===== config.mk =====
export PLATFORM = sky130hd
export DESIGN_NAME = baud_gen_param
export DESIGN_NICKNAME = d
export VERILOG_FILES = /design/src/rtl/baud_gen_param.sv
export SDC_FILE = /design/constraint.sdc
export NUM_CORES = 1
export LEC_CHECK = 0
export CORE_UTILIZATION = 35
export DETAILED_ROUTE_END_ITERATION = 6
export GPL_ROUTABILITY_DRIVEN = 0
export SYNTH_ARGS = -nofsm -noshare
export SYNTH_HDL_FRONTEND = slang
export SYNTH_SLANG_ARGS = --single-unit

===== constraint.sdc =====
create_clock -name clk -period 3.2 [get_ports clk]
set_input_delay 0.64 -clock clk [delete_from_list [all_inputs] [get_ports clk]]
set_output_delay 0.64 -clock clk [all_outputs]
set_load 0.01 [all_outputs]

===== src/rtl/baud_gen_param.sv =====
// Baud-rate generator with a runtime-programmable divisor.
// rx_tick fires every act_div+1 cycles while running; tx_tick fires on every
// OSR-th rx_tick. New divisors are staged through a byte-wide write port and
// only take effect at a period boundary, so a period in progress is never cut short.
module baud_gen_param #(
  parameter int DIV_W     = 16,
  parameter int OSR       = 16,
  parameter int RESET_DIV = 325
) (
  input  logic       clk,
  input  logic       rst,
  input  logic [7:0] data,
  input  logic       sel_low,
  input  logic       sel_high,
  input  logic       enable,
  output logic       rx_tick,
  output logic       tx_tick,
  output logic       div_pending
);

  localparam int OS_W = (OSR > 1) ? $clog2(OSR) : 1;
  localparam logic [DIV_W-1:0] RST_DIV = DIV_W'(RESET_DIV);
  localparam logic [OS_W-1:0]  OS_LAST = OS_W'(OSR - 1);

  typedef enum logic {
    IDLE = 1'b0,
    RUN  = 1'b1
  } state_t;

  state_t           state_q, state_d;
  logic [DIV_W-1:0] stg_div_q, stg_div_d;
  logic [DIV_W-1:0] act_div_q, act_div_d;
  logic [DIV_W-1:0] cnt_q, cnt_d;
  logic [OS_W-1:0]  os_cnt_q, os_cnt_d;
  logic             rx_tick_q, rx_tick_d;
  logic             tx_tick_q, tx_tick_d;
  logic             div_pending_q, div_pending_d;
  logic             wr_low, wr_high;
  logic             commit;

  // Replace bits [7:0] of the staged divisor with the data byte.
  function automatic logic [DIV_W-1:0] write_low(input logic [DIV_W-1:0] cur,
                                                 input logic [7:0]       d);
    return (cur & ~DIV_W'(8'hFF)) | DIV_W'(d);
  endfunction

  // Replace bits [DIV_W-1:8] with the zero-extended data byte; bits that do
  // not fit in DIV_W fall off the top of the shift.
  function automatic logic [DIV_W-1:0] write_high(input logic [DIV_W-1:0] cur,
                                                  input logic [7:0]       d);
    return (cur & DIV_W'(8'hFF)) | (DIV_W'(d) << 8);
  endfunction

  // Staging register writes; a simultaneous low+high strobe is treated as low only.
  always_comb begin
    wr_low    = sel_low;
    wr_high   = sel_high & ~sel_low;
    stg_div_d = stg_div_q;
    if (wr_low) begin
      stg_div_d = write_low(stg_div_q, data);
    end else if (wr_high) begin
      stg_div_d = write_high(stg_div_q, data);
    end
  end

  // Next-state, counters, tick generation and divisor commit at reload points.
  always_comb begin
    state_d   = state_q;
    act_div_d = act_div_q;
    cnt_d     = cnt_q;
    os_cnt_d  = os_cnt_q;
    rx_tick_d = 1'b0;
    tx_tick_d = 1'b0;
    commit    = 1'b0;
    case (state_q)
      IDLE: begin
        // Idle is a permanent reload point: keep cnt primed with the divisor
        // that will be active, committing any staged value right away.
        commit   = div_pending_q;
        cnt_d    = div_pending_q ? stg_div_q : act_div_q;
        os_cnt_d = '0;
        if (enable) begin
          state_d = RUN;
        end
      end
      RUN: begin
        if (!enable) begin
          // Abandon the period; a tick due on this edge is dropped.
          state_d  = IDLE;
          os_cnt_d = '0;
          cnt_d    = act_div_q;
        end else if (cnt_q != '0) begin
          cnt_d = cnt_q - DIV_W'(1);
        end else begin
          rx_tick_d = 1'b1;
          tx_tick_d = (os_cnt_q == OS_LAST);
          os_cnt_d  = os_cnt_q + OS_W'(1);
          commit    = div_pending_q;
          cnt_d     = div_pending_q ? stg_div_q : act_div_q;
        end
      end
      default: begin
        state_d = IDLE;
      end
    endcase
    if (commit) begin
      act_div_d = stg_div_q;
    end
    // A high-byte write that lands on a commit re-arms for the new value
    // while the previous staged value is the one being committed.
    if (wr_high) begin
      div_pending_d = 1'b1;
    end else if (commit) begin
      div_pending_d = 1'b0;
    end else begin
      div_pending_d = div_pending_q;
    end
  end

  // State register with asynchronous reset.
  always_ff @(posedge clk or posedge rst) begin
    if (rst) begin
      state_q       <= IDLE;
      stg_div_q     <= RST_DIV;
      act_div_q     <= RST_DIV;
      cnt_q         <= RST_DIV;
      os_cnt_q      <= '0;
      rx_tick_q     <= 1'b0;
      tx_tick_q     <= 1'b0;
      div_pending_q <= 1'b0;
    end else begin
      state_q       <= state_d;
      stg_div_q     <= stg_div_d;
      act_div_q     <= act_div_d;
      cnt_q         <= cnt_d;
      os_cnt_q      <= os_cnt_d;
      rx_tick_q     <= rx_tick_d;
      tx_tick_q     <= tx_tick_d;
      div_pending_q <= div_pending_d;
    end
  end

  assign rx_tick     = rx_tick_q;
  assign tx_tick     = tx_tick_q;
  assign div_pending = div_pending_q;

endmodule

==> run summary <==
Clock Sinks = 56
crit-path max cell delay = 0.56 ns
Synth top area share = 0.422
CTS Hold Bufs = 0
Max-cap violations = 0
initial core utilization = 0.362
Tcrit/Tclk final = 0.745
final net count = 263
number of vias per cell = 4.98
prevailing post-synth register cell = dfrtp_1
Worst Max-Slew Pin Slew = 0.587 ns
CP arrival = 2.58 ns
die width = 88.3 microns
post-detailed-routing wire length = 4.76 mm
Synth area leader = dfrtp_1
Slew Limit Headroom = 0.608
Synth top cells by count = dfrtp_1 (44), nand2_1 (17), mux2_2 (16)
maximum clock frequency = 0.419 GHz
syn_nets = 246
Setup CP Type = register to register
drt pass-1 iters = 4
Post-CTS Setup Inserts = 0
CP Cell Sequence = inv_1 -> ha_1 -> nor4b_1 -> and4_1 -> or2_1 -> buf_4 -> a32oi_1 -> o21ai_1
worst path required time = 3.40 ns
Hold Path Class = register to register
post-CTS sizing = 0
Detailed Place HPWL = 3.34 mm
ranking of synthesized cells by area = dfrtp_1 (42%), dfstp_2 (12%), mux2_2 (6.9%), mux2_1 (3.0%), xor2_1 (3.0%)
TritonCTS clock tree = built
Synth cell types = 40
syn_area_per_cell = 11.3 sq um
total CTS buffers = 5
Top Ports = 16
top fanout value on the critical path = 14
setup tns final = 0 ns
Clock Skew = 0.00919 ns
htree depth = 2
Buf/Inv on CP = 2
first-pass GRT wire length = 8.45 mm
initial antenna violation count = 0
Skew-Pair Late Insertion Delay = 0.31 ns
Leak = 1.18 nW
core area = 0.00721 sq mm
largest net degree at the start of global routing = 33
vias = 1728
Hold WS = 0.497 ns
Slew Limit Fails = 0
cell area after synthesis = 0.00261 sq mm
Finish-stage setup viols = 0
# DRC = 0
#FFs+latches synth = 56
total congestion overflow = 0
switching share of total power = 0.290
final worst path period need = 2.39 ns
gr usage total = 0.141
drt wl/cell = 13.7 microns
Power Dens Cells = 600 mW/mm^2
Seq pwr share = 0.548
port buffer count = 15
Synth Warn # = 0
Slowest cell on crit path = dfstp_2
CP endpoint kind = register
Combinational Power Share = 0.191
Async SR Flop Fraction = 1.00
RSZ-0062 raised after global routing = false
die height = 88.3 microns
Final ANT Viol Nets = 0
fraction of layout instances using a drive strength above 1 = 0.194
final hold vios = 0
Worst-path clk slew = 0.10 ns
post-synthesis sequential area ratio = 0.543
Clock power frac = 0.261
clk root buf = clkbuf_8
clock buffer depth = 2
number of global-route vias before repair = 1768
FP Rows = 31
delay-heaviest family, CP = simple AND/OR/NAND/NOR gates
Die Area = 0.00780 sq mm
number of flops mapped to enable cells by yosys = 0
P_sw = 0.515 mW
startpoint types = register
cell count after synthesis = 230
worst IR drop on VDD = 0.228 mV
most frequent cell after synthesis = dfrtp_1
number of diodes = 0
DRT iter0 DRCs = 71
P&R area growth vs syn = 13.4%
Internal = 1.26 mW
status = finished, final reports clean
-- through the flow --
stage	total power [mW]	utilization	worst slack, ns	std cells	instance area (sq um)
after detailed placement	1.33	0.395	0.744	339	2850
after global routing	1.88	0.410	0.563	347	2960
after floorplan	1.22	-	1.13	230	2610
after CTS	1.79	0.410	0.806	347	2960
after global placement	1.32	0.395	0.791	339	2850
final	1.78	0.410	0.815	347	2960
-- cells in the final DEF (no fill, tap or decap), types with 5 or more instances in the layout --
master           instances
dfrtp_1                 44
nand2_1                 17
mux2_2                  16
clkdlybuf4s50_1         15
nand3_1                 13
nor2_1                  12
inv_1                   12
o21ai_0                 12
dfstp_2                 12
xor2_1                   9
o211ai_1                 8
mux2_1                   7
xnor2_1                  6
buf_4                    6
o21ai_1                  5
clkbuf_8                 5
-- final timing paths --
kind                                           start  cells past startpoint  slack (ns)                         to
setup / recovery                  cnt_q[0]$_DFF_PP1_                      8        0.81         cnt_q[9]$_DFF_PP0_
hold / removal             act_div_q[10]$_DFFE_PP0P_                      1        0.50  act_div_q[10]$_DFFE_PP0P_
setup reg to reg                  cnt_q[0]$_DFF_PP1_                      8        0.81         cnt_q[9]$_DFF_PP0_
hold reg to reg            act_div_q[10]$_DFFE_PP0P_                      1        0.50  act_div_q[10]$_DFFE_PP0P_
max in group asynchronous                        rst                      3        1.74   stg_div_q[5]$_DFFE_PP0P_
min in group asynchronous                        rst                      2        0.70    div_pending$_DFFE_PP0P_
-- worst register-to-register path, cell delays in order, from the launching register on --
cell	delay [ns]
dfstp_2	0.56
inv_1	0.06
ha_1	0.20
nor4b_1	0.14
and4_1	0.33
or2_1	0.44
buf_4	0.27
a32oi_1	0.20
o21ai_1	0.08
-- power groups by stage --
stage                     combinational, mW  sequential, mW  clock (mW)
after global routing                  0.388           0.993       0.504
after CTS                             0.345           0.973       0.476
final                                 0.339           0.973       0.464
after floorplan                       0.273           0.952           0
after global placement                0.337           0.985           0
after detailed placement              0.343           0.986           0
-- routing by layer --
layer / global-route usage / routed length [microns] / part of all wire
met4: 0.0528 / 108 / 0.023
met1: 0.185 / 2330 / 0.49
met5: 0 / 0 / 0
met2: 0.230 / 2200 / 0.46
met3: 0.0308 / 123 / 0.026
-- logic make-up (layout without fill, tap and decap cells) --
kind of cell    count (synthesis)  after routing  share of synthesized area
xor+xnor                       15             15                     0.0504
simple gates                   69             69                      0.138
buf+inv                        24             42                     0.0494
flops                          56             56                      0.543
fa+ha+maj                       3              3                     0.0144
compound gates                 39             39                      0.102
mux                            24             24                      0.103
-- final cells by class --
cell class | instances | area, sq um
Clock buffer | 5 | 68.8
Inverter | 13 | 48.8
Tap cell | 99 | 124
Fill cell | 722 | 4260
Timing Repair Buffer | 21 | 195
Sequential cell | 56 | 1420
Multi-Input combinational cell | 150 | 1060
Clock inverter | 3 | 42.5
-- state kept, by name, summed over array words and instances (netlist names) --
register	cells
stg_div_q	16
cnt_q	16
tx_tick	1
div_pending	1
state_q	1
rx_tick	1
act_div_q	16
os_cnt_q	4
Power figures use the tool's default switching activity.
